[config.mk]
export PLATFORM = sky130hd
export DESIGN_NAME = tuner_ctrl_seq
export DESIGN_NICKNAME = d
export VERILOG_FILES = /design/src/rtl/tuner_pkg.sv /design/src/rtl/tuner_ctrl_timer.sv /design/src/rtl/tuner_ctrl_seq.sv
export SDC_FILE = /design/constraint.sdc
export NUM_CORES = 1
export LEC_CHECK = 0
export CORE_UTILIZATION = 46
export CTS_CLUSTER_DIAMETER = 60
export DETAILED_ROUTE_END_ITERATION = 16
export PLACE_DENSITY = 0.79
export SYNTH_ARGS = -nofsm -noshare
export SYNTH_HDL_FRONTEND = slang
export SYNTH_SLANG_ARGS = --single-unit
[constraint.sdc]
create_clock -name i_clk -period 2.7 [get_ports i_clk]
set_input_delay 0.675 -clock i_clk [delete_from_list [all_inputs] [get_ports i_clk]]
set_output_delay 0.675 -clock i_clk [all_outputs]
set_load 0.02 [all_outputs]
[src/rtl/tuner_pkg.sv]
// Shared types and constants for the tuner channel sequencer.
package tuner_pkg;

  // Encodings are visible on o_state, so keep them fixed.
  typedef enum logic [2:0] {
    ST_IDLE        = 3'd0,
    ST_SEARCH_TRIG = 3'd1,
    ST_SEARCH_WAIT = 3'd2,
    ST_LOCK_TRIG   = 3'd3,
    ST_LOCK_WAIT   = 3'd4,
    ST_TRACK       = 3'd5,
    ST_ERROR       = 3'd6
  } tuner_ctrl_state_e;

  localparam int TUNER_CTRL_RETRY_W = 2;

endpackage

[src/rtl/tuner_ctrl_timer.sv]
// Saturating wait-phase timer with terminal-count compare.
// A limit of 0 disables the timeout output.
module tuner_ctrl_timer #(
  parameter int WIDTH = 16
) (
  input  logic             clk,
  input  logic             rst_n,
  input  logic             clr,
  input  logic             en,
  input  logic [WIDTH-1:0] limit,
  output logic             timeout
);

  logic [WIDTH-1:0] count;

  // Count up while enabled, hold at all-ones rather than wrap.
  always_ff @(posedge clk or negedge rst_n) begin
    if (!rst_n) begin
      count <= '0;
    end else if (clr) begin
      count <= '0;
    end else if (en && (count != '1)) begin
      count <= count + WIDTH'(1);
    end
  end

  // Fires in the last allowed cycle so the FSM leaves exactly `limit` cycles after clear.
  assign timeout = en && (limit != '0) && (count == (limit - WIDTH'(1)));

endmodule

[src/rtl/tuner_ctrl_seq.sv]
// Ring tuner channel sequencer: search -> lock -> track with timeout and retry.
// Optional build macro TUNER_CTRL_AUTO_RELOCK_EN: lost lock in TRACK re-runs the
// search through the retry path instead of going straight to ERROR.
//
// state       | meaning
// ------------+---------------------------------------------------
// IDLE        | waiting for start
// SEARCH_TRIG | offering trigger to search PHY
// SEARCH_WAIT | waiting for search result (timed)
// LOCK_TRIG   | offering trigger to lock PHY
// LOCK_WAIT   | waiting for lock done (timed)
// TRACK       | lock PHY held in tracking
// ERROR       | retries exhausted or lock lost; leave only via stop
module tuner_ctrl_seq
  import tuner_pkg::*;
#(
  parameter int DAC_WIDTH     = 8,
  parameter int ADC_WIDTH     = 8,
  parameter int TIMEOUT_WIDTH = 16,
  parameter int MAX_RETRY     = 3
) (
  input  logic                          i_clk,
  input  logic                          i_rst_n,
  input  logic                          i_ctrl_start,
  input  logic                          i_ctrl_stop,
  input  logic [DAC_WIDTH-1:0]          i_cfg_red_offset,
  input  logic [ADC_WIDTH-1:0]          i_cfg_pwr_min,
  input  logic [TIMEOUT_WIDTH-1:0]      i_cfg_timeout,
  output logic                          o_search_trig_val,
  input  logic                          i_search_trig_rdy,
  input  logic                          i_search_done_val,
  output logic                          o_search_done_rdy,
  input  logic [DAC_WIDTH-1:0]          i_search_tune_peak,
  input  logic [ADC_WIDTH-1:0]          i_search_pwr_peak,
  output logic                          o_lock_trig_val,
  input  logic                          i_lock_trig_rdy,
  input  logic                          i_lock_done_val,
  output logic                          o_lock_done_rdy,
  output logic                          o_lock_track_val,
  input  logic                          i_lock_track_rdy,
  input  logic                          i_lock_err,
  output logic [DAC_WIDTH-1:0]          o_cfg_ring_tune_start,
  output logic [ADC_WIDTH-1:0]          o_cfg_ring_pwr_peak,
  output logic                          o_locked,
  output logic                          o_err,
  output logic [2:0]                    o_state,
  output logic [TUNER_CTRL_RETRY_W-1:0] o_retry_cnt
);

  // MAX_RETRY must fit the retry counter width.
  localparam logic [TUNER_CTRL_RETRY_W-1:0] MAX_RETRY_C = TUNER_CTRL_RETRY_W'(MAX_RETRY);

  tuner_ctrl_state_e             state, next_state;
  logic [TUNER_CTRL_RETRY_W-1:0] retry_cnt;
  logic                          stop_pend;
  logic                          locked_q, locked_d;
  logic                          fail;
  logic                          srch_latch;
  logic                          in_wait;
  logic                          tmr_timeout;
  logic [DAC_WIDTH-1:0]          tune_start_d;
  logic [DAC_WIDTH-1:0]          tune_start_q;
  logic [ADC_WIDTH-1:0]          pwr_peak_q;

  assign in_wait = (state == ST_SEARCH_WAIT) || (state == ST_LOCK_WAIT);

  tuner_ctrl_timer #(
    .WIDTH (TIMEOUT_WIDTH)
  ) u_timer (
    .clk     (i_clk),
    .rst_n   (i_rst_n),
    .clr     (!in_wait),
    .en      (in_wait),
    .limit   (i_cfg_timeout),
    .timeout (tmr_timeout)
  );

  // Red-side start code, clamped at 0 instead of wrapping.
  assign tune_start_d = (i_search_tune_peak > i_cfg_red_offset) ?
                        (i_search_tune_peak - i_cfg_red_offset) : '0;

  // Next-state decode; done beats a same-cycle timeout.
  always_comb begin
    next_state = state;
    fail       = 1'b0;
    srch_latch = 1'b0;
    case (state)
      ST_IDLE: begin
        if (i_ctrl_start && !i_ctrl_stop) next_state = ST_SEARCH_TRIG;
      end
      ST_SEARCH_TRIG: begin
        if (i_search_trig_rdy) next_state = ST_SEARCH_WAIT;
      end
      ST_SEARCH_WAIT: begin
        if (i_search_done_val) begin
          srch_latch = 1'b1;
          if (i_search_pwr_peak < i_cfg_pwr_min) fail = 1'b1;
          else                                   next_state = ST_LOCK_TRIG;
        end else if (tmr_timeout) begin
          fail = 1'b1;
        end
      end
      ST_LOCK_TRIG: begin
        if (i_lock_trig_rdy) next_state = ST_LOCK_WAIT;
      end
      ST_LOCK_WAIT: begin
        if (i_lock_done_val)  next_state = ST_TRACK;
        else if (tmr_timeout) fail = 1'b1;
      end
      ST_TRACK: begin
        if (stop_pend) begin
          next_state = ST_IDLE;
        end else if (i_lock_err) begin
`ifdef TUNER_CTRL_AUTO_RELOCK_EN
          fail = 1'b1;
`else
          next_state = ST_ERROR;
`endif
        end
      end
      ST_ERROR: begin
        if (stop_pend) next_state = ST_IDLE;
      end
      default: next_state = ST_IDLE;
    endcase
    if (fail) begin
      next_state = (retry_cnt < MAX_RETRY_C) ? ST_SEARCH_TRIG : ST_ERROR;
    end
  end

  // Locked once the track handshake is seen, dropped on any exit from TRACK.
  assign locked_d = (state == ST_TRACK) && (next_state == ST_TRACK) &&
                    (locked_q || i_lock_track_rdy);

  // State register.
  always_ff @(posedge i_clk or negedge i_rst_n) begin
    if (!i_rst_n) state <= ST_IDLE;
    else          state <= next_state;
  end

  // Retry accounting; cleared whenever IDLE is (re)entered.
  always_ff @(posedge i_clk or negedge i_rst_n) begin
    if (!i_rst_n) begin
      retry_cnt <= '0;
    end else if (next_state == ST_IDLE) begin
      retry_cnt <= '0;
    end else if (fail && (retry_cnt < MAX_RETRY_C)) begin
      retry_cnt <= retry_cnt + 1'b1;
`ifdef TUNER_CTRL_AUTO_RELOCK_EN
    end else if (locked_d && !locked_q) begin
      retry_cnt <= '0;
`endif
    end
  end

  // Stop is remembered until IDLE; held stop while idle does not leak into the next run.
  always_ff @(posedge i_clk or negedge i_rst_n) begin
    if (!i_rst_n)                  stop_pend <= 1'b0;
    else if (next_state == ST_IDLE) stop_pend <= 1'b0;
    else if (i_ctrl_stop)          stop_pend <= 1'b1;
  end

  // Lock status flag.
  always_ff @(posedge i_clk or negedge i_rst_n) begin
    if (!i_rst_n) locked_q <= 1'b0;
    else          locked_q <= locked_d;
  end

  // Lock PHY config captured on the search result handshake.
  always_ff @(posedge i_clk or negedge i_rst_n) begin
    if (!i_rst_n) begin
      tune_start_q <= '0;
      pwr_peak_q   <= '0;
    end else if (srch_latch) begin
      tune_start_q <= tune_start_d;
      pwr_peak_q   <= i_search_pwr_peak;
    end
  end

  assign o_search_trig_val     = (state == ST_SEARCH_TRIG);
  assign o_search_done_rdy     = (state == ST_SEARCH_WAIT);
  assign o_lock_trig_val       = (state == ST_LOCK_TRIG);
  assign o_lock_done_rdy       = (state == ST_LOCK_WAIT);
  assign o_lock_track_val      = (state == ST_TRACK);
  assign o_err                 = (state == ST_ERROR);
  assign o_locked              = locked_q;
  assign o_state               = state;
  assign o_retry_cnt           = retry_cnt;
  assign o_cfg_ring_tune_start = tune_start_q;
  assign o_cfg_ring_pwr_peak   = pwr_peak_q;

endmodule

======== Word level (Yosys, flattened, before mapping) ========
Index checks and enable logic that the tools add are counted.
word-level totals
  register bits after elaboration ......... 39
  word-level logic and storage cells ...... 65
  output and inout bits ................... 28
  input bits .............................. 58
cells by class
  add/subtract/negate cells ............... 4
  reductions and logical operators ........ 15
  equal/unequal tests ..................... 10
  magnitude comparators ................... 3
  multiplexer cells ....................... 26
operator list
  cell                                                                   number
  3-bit 2-to-1 mux                                                       11
  16-bit 2-to-1 mux                                                      2
  3-bit one-hot mux with 7 select lines                                  1
  16-bit by 1-bit adder with 16-bit output, second input constant        1
  16-bit equality test                                                   1
  16-bit inequality test, second input constant                          1
  16-bit nonzero test                                                    1
  16-bit by 1-bit subtractor with 16-bit output, second input constant   1
  3-bit equality test, second input constant                             4
  8-bit > comparator                                                     1
  8-bit less-than comparator                                             1
  1-bit 2-to-1 mux                                                       8
  8-bit 2-to-1 mux                                                       1
  8-bit subtractor                                                       1
  1-bit logical AND                                                      7
  3-bit by 2-bit equality test with 1-bit output, second input constant  2
  3-bit logical NOT                                                      2
  2-bit 2-to-1 mux                                                       2
  2-bit nonzero test                                                     2
  3-bit by 1-bit equality test with 1-bit output, second input constant  1
  2-bit by 1-bit adder with 2-bit output, second input constant          1
  1-bit logical OR                                                       2
  2-bit less-than comparator, second input constant                      1
  2-bit inequality test, second input constant                           1
  other kinds (2)                                                        2

======== Logic depth before layout (Yosys ltp) ========
Gate-level depths: netlist (run 1).
  word-level depth ........................ 11
  depth in mapped cells ................... 12
  depth with buffers taken out ............ 12

======== Hierarchy ========
A second synthesis (run 1) with hierarchy kept.
unflattened totals
  cell total of the unflattened synthesis .. 361
  area total of the unflattened synthesis .. 3141.8 sq um
by module, submodules not included
  module            cells an instance  area each (sq um)  sequential area each (sq um)  times used
  tuner_ctrl_seq    193                1710.4             575.6                         1
  tuner_ctrl_timer  168                1431.4             400.4                         1

======== Worst setup path after synthesis (run 1) ========
No wires, ideal clock.
  kind .................................... input port to flip-flop
  start ................................... input port i_cfg_timeout[2]
  end ..................................... register state[2], in the netlist o_state[2]
  data arrival time ....................... 2.581 ns
  library setup time ...................... 0.119 ns
  required time ........................... 2.581 ns
  stages .................................. 8
  path buffers ............................ 0
  path slack .............................. 0.000 ns
  cells stage by stage .................... or4_1 nor4_1 xnor2_1 nand4_1 a2111oi_4 o2111ai_2 a21oi_4 o21ba_1
on the way
  cells in the longest elaborated chain, start to end .. 7
  elaborated cells between the ends (all ways) .. 10
  those cells by class .................... 1 x add/sub; 1 x eq/ne; 5 x mux; 3 x reduce/logical
RTL lines
  what                                                                                  line                                         text
  from (decl)                                                                           tuner_ctrl_seq.sv:28                         input logic [TIMEOUT_WIDTH-1:0] i_cfg_timeout,
  16-bit by 1-bit subtractor with 16-bit output or 16-bit nonzero test (tied branches)  tuner_ctrl_timer.sv:28                       assign timeout = en && (limit != '0) && (count == (limit - WIDTH'(1)));
  16-bit equality test or 1-bit logical AND (tied branches)                             tuner_ctrl_timer.sv:28
  1-bit logical AND (*)                                                                 tuner_ctrl_timer.sv:28
  1-bit 2-to-1 mux (*)                                                                  tuner_ctrl_seq.sv:99, tuner_ctrl_seq.sv:108
  1-bit 2-to-1 mux (on tied branches)                                                   tuner_ctrl_seq.sv:107, tuner_ctrl_seq.sv:95
  1-bit one-hot mux with 2 select lines (*)                                             tuner_ctrl_seq.sv:87                         case (state)
  3-bit 2-to-1 mux (*)                                                                  tuner_ctrl_seq.sv:126                        if (fail) begin
  via next_state[2]                                                                     tuner_ctrl_seq.sv:53                         tuner_ctrl_state_e state, next_state;
  to (signal assigned)                                                                  tuner_ctrl_seq.sv:138                        else state <= next_state;
  to (decl)                                                                             tuner_ctrl_seq.sv:53
Mark *: on every way through the listed nets, which the timed path passes. The rest lies on a longest branch.
A chain may end at the register's enable or synchronous reset.

======== Worst setup path in the final report (run 1) ========
  start ................................... input port i_cfg_timeout[1]
  end ..................................... register retry_cnt[1], in the netlist o_retry_cnt[1]
on the way
  cells in the longest elaborated chain, start to end .. 9
  elaborated cells between the ends (all ways) .. 14
  those cells by class .................... 1 x add/sub; 1 x eq/ne; 6 x mux; 6 x reduce/logical
RTL lines
  what                                                                                  line                                         text
  16-bit by 1-bit subtractor with 16-bit output or 16-bit nonzero test (tied branches)  tuner_ctrl_timer.sv:28
  16-bit equality test or 1-bit logical AND (tied branches)                             tuner_ctrl_timer.sv:28
  1-bit logical AND (*)                                                                 tuner_ctrl_timer.sv:28
  1-bit 2-to-1 mux (*)                                                                  tuner_ctrl_seq.sv:99, tuner_ctrl_seq.sv:108
  1-bit 2-to-1 mux (on tied branches)                                                   tuner_ctrl_seq.sv:107, tuner_ctrl_seq.sv:95
  1-bit one-hot mux with 2 select lines (*)                                             tuner_ctrl_seq.sv:87
  3-bit 2-to-1 mux                                                                      tuner_ctrl_seq.sv:126
  3-bit logical NOT                                                                     tuner_ctrl_seq.sv:145                        end else if (next_state == ST_IDLE) begin
  2-bit 2-to-1 mux or 2-bit nonzero test (tied branches)                                n/a
  to (signal assigned)                                                                  tuner_ctrl_seq.sv:148                        retry_cnt <= retry_cnt + 1'b1;
  to (decl)                                                                             tuner_ctrl_seq.sv:54                         logic [TUNER_CTRL_RETRY_W-1:0] retry_cnt;
Mark *: on every way between the ends. The rest lies on a longest branch, timed or not.

==> results.rst, run 1 <==
.. list-table::
   :header-rows: 1

   * - Metric
     - Value
   * - Result of the run
     - finished, violations left
   * - Failing checks
     - setup timing
   * - Clk pin slew, worst setup/hold paths
     - 0.07 ns
   * - Cell count after synthesis
     - 317
   * - Setup Viol. Count Final
     - 4
   * - Number of flops mapped to enable cells by yosys
     - 0
   * - Horiz. Die Dim
     - approximately 83 um
   * - Post-synthesis to final-layout area growth
     - 50.48%
   * - Path type of the worst min-delay path
     - reg -> reg
   * - Multiplexer area fraction after synthesis
     - 0.05786
   * - DR WL met3
     - between 400 and 500 um
   * - Chip height
     - approximately 83 um
   * - Share of synthesized cell area in full adder, half adder and majority cells
     - 0.08637
   * - Number of antenna violations at the first check in global routing
     - 0
   * - Remaining DRCs
     - 0
   * - Most frequent cells in the layout
     - clkdlybuf4s50_1, buf_4, dfrtp_1
   * - Stage delay of the slowest cell on the critical path
     - 0.38 ns
   * - CTS buffer count
     - 5
   * - Die Outline Area
     - 6814 um^2
   * - Placer congestion estimate
     - about 0.88
   * - Register bit total from synthesis
     - 39
   * - Worst-case register-to-register setup slack
     - approximately 0.24 ns
   * - Routed met1 length
     - approximately 3300 um
   * - Area of combinational cells with multiple inputs
     - about 2000 um^2
   * - Arrival time of the worst setup path
     - ~3.0 ns
   * - Maximum fanout along the worst path
     - 5
   * - Placed instance count
     - 511
   * - Count of nets left with antenna violations after detail routing
     - 0
   * - Cell occurring most often along the worst timing path
     - buf_6
   * - CTS tree
     - done
   * - Top Layer Used
     - met4
   * - H-Tree Level Count
     - 2
   * - Via count of the first global-routing pass
     - around 2700
   * - Half-perimeter wire length of the detailed placement result
     - between 5000 and 6000 um
   * - Net count after synthesis
     - 395
   * - Number of maximum-capacitance violations
     - 0
   * - Final core occ
     - 0.7367
   * - Standard-cell row count
     - 28
   * - Async set-or-reset flop fraction in the synthesized netlist
     - 1.000
   * - Clk sink count
     - 39
   * - Total vias in the final route
     - around 2800
   * - Fin crit share
     - 1.041
   * - Starting DRT DRC Count
     - 74
   * - Number of diodes added for antenna fixing
     - 0
   * - Syn Area/Cell
     - between 9 and 10 um^2
   * - Post-synthesis instance area
     - between 2000 and 3000 um^2
   * - Tmin final
     - ~2.8 ns
   * - GRT Residual Overflow
     - 0
   * - Nature of the critical path startpoint
     - input pin
   * - Power density normalized to cell area
     - 599.8 nW/um^2
   * - Worst-Skew Late Latency
     - between 0.2 and 0.3 ns
   * - Cell Count, Final, Fillers Out
     - 530
   * - Overall Power
     - roughly 2.7 mW
   * - Leak pwr
     - approximately 2 nW
   * - Root cell of the clock tree
     - clkbuf_8
   * - NumNets Final
     - around 530
   * - Highest clock frequency the design can meet
     - 355.9 MHz
   * - XOR/XNOR share of the synthesized area
     - 0.1115
   * - Floorplan Core Area
     - between 6000 and 7000 um^2
   * - WHS Path Cells
     - 2
   * - Transition time at the pin with the least slew margin
     - slightly above 0.8 ns
   * - Max-slew headroom
     - 0.4510
   * - Largest family of logic cells by synthesized area
     - simple AND/OR/NAND/NOR gates
   * - Kind of critical path
     - in -> reg
   * - R2R cell count
     - 8
   * - Endpoint of the worst register-to-register path
     - o_retry_cnt[1]$_DFFE_PN0P_
   * - Worst VDD drop
     - roughly 0.48 mV
   * - Number of buffer cells added on primary ports
     - 85
   * - Total wire length after detailed routing
     - about 7800 um
   * - Met2 routed wirelength
     - a little under 4000 um
   * - Total GRT Usage
     - 0.2261
   * - Fill cell total of the finished layout
     - 450
   * - Count of TritonRoute iterations in the first routing pass
     - 4
   * - Beginning of the worst register-to-register path
     - o_state[2]$_DFF_PN0_
   * - Hold Startpoint
     - o_cfg_ring_tune_start[0]$_DFFE_PN0P_
   * - Vias/cell
     - ~5.3
   * - Clk_skew
     - 0.003773 ns
   * - FF+latch area
     - ~980 um^2
   * - Boundary pin count
     - 86
   * - Global-route wire length before repair
     - about 12000 um
   * - Compound-cell area share of the yosys netlist
     - 0.1572
   * - Most common library cell in the layout ignoring fill and taps
     - clkdlybuf4s50_1
   * - Routed wire per std cell
     - 14.62 um
   * - Simple-gate share of the synthesized area
     - 0.2172
   * - Worst Slack Setup Final
     - -0.1095 ns
   * - Number of pins with negative max-slew slack in the final report
     - 0
   * - Hold Slack
     - 0.4858 ns
   * - Ys flop type
     - dfrtp_1
   * - Setup_tns
     - -0.3060 ns
   * - Maximum clock path buffer count
     - 2
   * - Proportion of layout cells with a drive suffix above 1
     - 0.2418
   * - Hold Violations, Final
     - 0
   * - Pin count of the biggest net entering global routing
     - 40
   * - Worst Hold Path EP
     - o_cfg_ring_tune_start[0]$_DFFE_PN0P_
   * - List of cells traversed by the critical path
     - buf_6 -> buf_6 -> buf_6 -> nor4_4 -> nand3_1 -> a32oi_1 -> o21bai_1 -> a2111oi_4 -> o2111ai_2 -> a21oi_4 -> mux2i_1
   * - Synth cell types
     - 58
   * - Sequential-to-total area share from yosys stat
     - 0.3270
   * - Critical Path RT
     - between 2 and 3 ns
   * - CP Capture Type
     - flop
   * - Initial standard-cell utilization of the core
     - 0.4895
   * - CP max stage cell
     - nor4_4
   * - Count of yosys warnings during synthesis
     - 0
   * - Setup repair after global routing missed its margin
     - true
==> cell type report <==
cell class / instances / share of cell area
multi-input cells: 246 / 0.4436
repair buffers: 141 / 0.2828
flip-flops and latches: 39 / 0.2173
well taps: 75 / 0.02090
inverters: 23 / 0.01923
clock buffers: 6 / 0.01616
==> layer usage <==
metal,vias to the layer above,track usage
li1,1411,-
met1,1310,0.2739
met2,99,0.4116
met3,8,0.03626
met4,0,0.06379
met5,-,0
==> power by group <==
group          leakage [nW]  total [mW]  internal [mW]  switching [mW]
Sequential            0.515       0.898          0.749           0.149
Clock                0.0371       0.347          0.172           0.175
Combinational          1.44        1.45          0.754           0.695
Total                  1.99        2.69           1.67            1.02
==> state kept, by name, indices dropped and copies added, names as in the netlist <==
name / flops
o_state: 3
o_cfg_ring_tune_start: 8
o_cfg_ring_pwr_peak: 8
o_retry_cnt: 2
o_locked: 1
u_timer.count: 16
stop_pend: 1
==> cells by family (layout without fill, tap and decap cells) <==
logic type | count (synthesis) | after routing
AO/OA/AOI/OAI | 60 | 60
XOR/XNOR | 38 | 38
adder cells (fa/ha/maj) | 20 | 20
buffers and inverters | 32 | 170
flip-flops | 39 | 39
multiplexers | 16 | 16
AND/OR/NAND/NOR | 112 | 112
==> worst max path at each step <==
stage,from,endpoint,slack [ns],cells after the start
2_1_floorplan,i_cfg_timeout[2],o_state[2]$_DFF_PN0_,0.0003,8
3_5_place_dp,i_cfg_timeout[0],o_retry_cnt[1]$_DFFE_PN0P_,-0.82,11
5_1_grt,i_cfg_timeout[1],o_retry_cnt[1]$_DFFE_PN0P_,-0.17,11
4_1_cts,i_cfg_timeout[1],o_retry_cnt[1]$_DFFE_PN0P_,-0.12,10
3_3_place_gp,i_cfg_timeout[0],o_state[1]$_DFF_PN0_,-0.66,11
6_report,i_cfg_timeout[1],o_retry_cnt[1]$_DFFE_PN0P_,-0.11,11
==> stage by stage <==
| step | worst slack, ns | area, um^2 |
|---|---|---|
| 2_1_floorplan | 0.0003011 | 2984 |
| 6_report | -0.1095 | 4491 |
| 5_1_grt | -0.1685 | 4491 |
| 4_1_cts | -0.1156 | 4397 |
| 3_5_place_dp | -0.8173 | 4205 |
| 3_3_place_gp | -0.6580 | 4205 |
==> worst max-delay path, delay by kind of cell <==
kind                   cells  cell delay [ns]
buffers and inverters      3             0.32
and+or+nand+nor            2             0.52
muxes                      1             0.24
AOI/OAI and AO/OA          5             1.25
==> cells in the mapped netlist (2+ instances only) <==
library cell / n / share of area
xnor2_1: 16 / 0.047
nor2b_1: 8 / 0.017
nor4_4: 2 / 0.014
nand2_1: 18 / 0.023
a21o_1: 6 / 0.015
or4_1: 2 / 0.0050
and2b_2: 2 / 0.0059
o21ba_1: 2 / 0.0067
o21a_1: 2 / 0.0050
nor3_1: 9 / 0.015
ha_1: 19 / 0.080
nand2b_1: 4 / 0.0084
mux2i_1: 6 / 0.020
nor4_1: 3 / 0.0063
a21oi_1: 11 / 0.018
inv_1: 23 / 0.029
or3_1: 3 / 0.0063
a31oi_1: 3 / 0.0063
clkbuf_1: 8 / 0.010
o21ai_0: 8 / 0.013
and3b_1: 2 / 0.0059
mux2_2: 9 / 0.034
o21bai_1: 5 / 0.013
a22o_1: 7 / 0.021
o22ai_1: 2 / 0.0042
nor2_1: 28 / 0.035
nor3b_1: 4 / 0.010
nand3_1: 6 / 0.010
nand4_1: 10 / 0.021
a211oi_1: 2 / 0.0050
dfrtp_1: 39 / 0.33
xor2_1: 22 / 0.065
==> what timing repair did <==
item / in CTS / in global routing
gates resized for setup: 42 / 20
hold buffers: 0 / 0
cloned: 0 / 0
pin swaps: 24 / 20
buffers inserted: 9 / 4
setup endpoints to repair: 12 / 14
No activity file was read; power rests on OpenSTA's default activity.
==> run 2: changes to the inputs <==
- CORE_ASPECT_RATIO: not set -> 1.2
- CORE_UTILIZATION: 46 -> 38
- PLACE_DENSITY: 0.79 -> 0.67
==> run 2 against run 1 <==
Against the previous run: the flow finishes with violations (DRC, setup timing); global-route usage fell by 4.0 points; clock skew rose by 0.010 ns; sequential share of layout area decreased by 0.60 points; die area rose by 21%; sequential power shrank 2%; critical path depth shrank 2; maximum frequency is 3.9% higher; setup slack gained 0.11 ns; combinational power increased by 3%; non-clock buffer count grew 8; clock power increased by 41%; utilization down 13 points; critical path type unchanged; critical endpoint unchanged; highest routed layer unchanged.
==> results.rst, run 2 (same netlist as run 1, synthesis figures left out) <==
.. list-table::
   :header-rows: 1

   * - Metric
     - Value
   * - CTS tree
     - done (unchanged)
   * - Clk pin slew, worst setup/hold paths
     - 0.09 ns (was 0.07 ns)
   * - Tmin final
     - 2.704 ns (was 2.810 ns)
   * - Final core occ
     - 0.6026 (was 0.7367)
   * - Nature of the critical path startpoint
     - input pin (unchanged)
   * - Endpoint of the worst register-to-register path
     - o_retry_cnt[1]$_DFFE_PN0P_ (unchanged)
   * - Cell Count, Final, Fillers Out
     - 557 (was 530)
   * - Initial standard-cell utilization of the core
     - 0.3894 (was 0.4895)
   * - Critical Path RT
     - 2.91 ns (was 2.89 ns)
   * - Most common library cell in the layout ignoring fill and taps
     - clkdlybuf4s50_1 (unchanged)
   * - Boundary pin count
     - 86 (unchanged)
   * - GRT Residual Overflow
     - 0 (unchanged)
   * - Total wire length after detailed routing
     - 7603 um (was 7750 um)
   * - Number of buffer cells added on primary ports
     - 85 (unchanged)
   * - Highest clock frequency the design can meet
     - 369.8 MHz (was 355.9 MHz)
   * - Maximum clock path buffer count
     - 2 (unchanged)
   * - Number of pins with negative max-slew slack in the final report
     - 0 (unchanged)
   * - NumNets Final
     - 542 (was 534)
   * - Worst-Skew Late Latency
     - 0.29 ns (was 0.28 ns)
   * - FF+latch area
     - 975.9 um^2 (unchanged)
   * - Register with the most flip-flops
     - u_timer.count (unchanged)
   * - Number of maximum-capacitance violations
     - 0 (unchanged)
   * - Placed standard-cell area
     - 4272 um^2 (was 4205 um^2)
   * - Count of TritonRoute iterations in the first routing pass
     - 13 (was 4)
   * - Post-synthesis to final-layout area growth
     - 54.76% (was 50.48%)
   * - Most frequent cells in the layout
     - clkdlybuf4s50_1, buf_4, dfrtp_1 (unchanged)
   * - Transition time at the pin with the least slew margin
     - 0.8469 ns (was 0.8235 ns)
   * - Placed instance count
     - 534 (was 511)
   * - Total GRT Usage
     - 0.1859 (was 0.2261)
   * - Post-CTS Hold Fix Bufs
     - 0 (unchanged)
   * - Clk_skew
     - 0.01425 ns (was 0.003773 ns)
   * - Proportion of layout cells with a drive suffix above 1
     - 0.2624 (was 0.2418)
   * - CP Capture Type
     - flop (unchanged)
   * - Total vias in the final route
     - 2869 (was 2828)
   * - Stage delay of the slowest cell on the critical path
     - 0.55 ns (was 0.38 ns)
   * - Number of diodes added for antenna fixing
     - 0 (unchanged)
   * - Via count of the first global-routing pass
     - 2919 (was 2685)
   * - Leak pwr
     - 2.055 nW (was 1.988 nW)
   * - Kind of critical path
     - in -> reg (unchanged)
   * - Starting DRT DRC Count
     - 78 (was 74)
   * - CP max stage cell
     - or4_4 (was nor4_4)
   * - Setup_tns
     - -0.004313 ns (was -0.3060 ns)
   * - Remaining DRCs
     - 1 (was 0)
   * - Arrival time of the worst setup path
     - 2.91 ns (was 3.00 ns)
   * - Pin count of the biggest net entering global routing
     - 40 (unchanged)
   * - Setup repair after global routing missed its margin
     - true (unchanged)
   * - Vias/cell
     - 5.151 (was 5.336)
   * - Floorplan Core Area
     - 7664 um^2 (was 6096 um^2)
   * - Global-route wire length before repair
     - 12600 um (was 11650 um)
   * - Failing checks
     - DRC, setup timing (was setup timing)
   * - Clk sink count
     - 39 (unchanged)
   * - Half-perimeter wire length of the detailed placement result
     - 5683 um (was 5582 um)
   * - Worst-case register-to-register setup slack
     - 0.31 ns (was 0.24 ns)
   * - Power density normalized to cell area
     - 619.3 nW/um^2 (was 599.8 nW/um^2)
   * - Root cell of the clock tree
     - clkbuf_8 (unchanged)
   * - Beginning of the worst register-to-register path
     - u_timer.count[3]$_DFFE_PN0P_ (was o_state[2]$_DFF_PN0_)
   * - Result of the run
     - finished, violations left (unchanged)
   * - Fill cell total of the finished layout
     - 660 (was 450)
   * - Worst VDD drop
     - 0.5157 mV (was 0.4769 mV)
   * - Max-slew headroom
     - 0.4354 (was 0.4510)
   * - Maximum fanout along the worst path
     - 5 (unchanged)
   * - Number of antenna violations at the first check in global routing
     - 0 (unchanged)
   * - R2R cell count
     - 8 (unchanged)
   * - Setup Viol. Count Final
     - 1 (was 4)
   * - Horiz. Die Dim
     - 82.90 um (was 82.55 um)
   * - CTS buffer count
     - 5 (unchanged)
   * - List of cells traversed by the critical path
     - buf_8 -> or4_4 -> nor4_4 -> xnor2_1 -> nand4_1 -> a2111oi_4 -> o2111ai_2 -> a21oi_4 -> mux2i_1 (was buf_6 -> buf_6 -> buf_6 -> nor4_4 -> nand3_1 -> a32oi_1 -> o21bai_1 -> a2111oi_4 -> o2111ai_2 -> a21oi_4 -> mux2i_1)
   * - Routed wire per std cell
     - 13.65 um (was 14.62 um)
   * - Placer congestion estimate
     - 0.8319 (was 0.8836)
   * - H-Tree Level Count
     - 2 (unchanged)
   * - Hold Violations, Final
     - 0 (unchanged)
   * - Worst Slack Setup Final
     - -0.004313 ns (was -0.1095 ns)
   * - Final design area excluding fillers
     - 4618 um^2 (was 4491 um^2)
   * - Count of nets left with antenna violations after detail routing
     - 0 (unchanged)
   * - Largest register FFs
     - 16 (unchanged)
   * - Die Outline Area
     - 8213 um^2 (was 6814 um^2)
   * - Standard-cell row count
     - 35 (was 28)
   * - Area of combinational cells with multiple inputs
     - 1998 um^2 (was 1992 um^2)
   * - Chip height
     - 99.08 um (was 82.55 um)
   * - Kind of cell adding the most delay to the critical path
     - simple AND/OR/NAND/NOR gates (was compound AO/OA/AOI/OAI gates)
   * - Path type of the worst min-delay path
     - in -> async (was reg -> reg)
   * - Fin crit share
     - 1.002 (was 1.041)
   * - Buffer and inverter count on the worst path
     - 1 (was 3)
[run 2: cell types whose count changed in the layout (fill, tap and decap cells not counted), sizes merged]
cell | before | now
buf | 60 | 70
clkbuf | 7 | 5
clkinv | 0 | 2
bufinv | 0 | 1
dlygate4sd2 | 7 | 6
[run 2: layout make-up]
type                    instances  share of cell area
repair buffers                149              0.2880
clock inverters                 3            0.009483
flip-flops and latches         39              0.2113
clock buffers                   5             0.01490
well taps                      92             0.02493
inverters                      23             0.01869
multi-input cells             246              0.4327
[run 2: routing by layer]
layer,GRT usage,up-vias,routed length [um]
li1,-,1419,-
met1,0.2226,1356,3235
met2,0.3279,82,3908
met3,0.03099,12,335
met4,0.08090,0,123
met5,0,-,0
[run 2: worst max-delay path by stage]
stage | startpoint | to | slack [ns] | depth (start not counted)
5_1_grt | i_cfg_timeout[0] | o_retry_cnt[1]$_DFFE_PN0P_ | -0.10 | 12
3_3_place_gp | i_cfg_timeout[0] | o_state[2]$_DFF_PN0_ | -0.66 | 11
6_report | i_cfg_timeout[1] | o_retry_cnt[1]$_DFFE_PN0P_ | -0.004 | 9
3_5_place_dp | i_cfg_timeout[1] | o_retry_cnt[1]$_DFFE_PN0P_ | -0.71 | 11
4_1_cts | i_cfg_timeout[1] | o_retry_cnt[1]$_DFFE_PN0P_ | -0.004 | 10
2_1_floorplan | i_cfg_timeout[2] | o_state[2]$_DFF_PN0_ | 0.0003 | 8
[run 2: per-stage QoR]
stage,hold WS [ns],setup WS (ns),power (mW)
after floorplan,0.3794,0.0003011,1.646
after global placement,0.4644,-0.6552,2.313
after detailed placement,0.4735,-0.7099,2.327
after CTS,0.4988,-0.003721,2.868
after global routing,0.5207,-0.1012,3.031
final,0.4781,-0.004313,2.860
[run 2: timing repair]
action | 4_1_cts | 5_1_grt
pin swaps | 24 | 22
endpoints found under the setup margin | 12 | 13
endpoints found under the hold margin | 0 | 0
buffers inserted | 14 | 1
gates resized for setup | 54 | 13
[run 2: where the power goes]
group	switching, mW	total [mW]	internal [mW]
clock	0.212	0.488	0.275
sequential	0.133	0.881	0.748
combinational	0.715	1.49	0.777
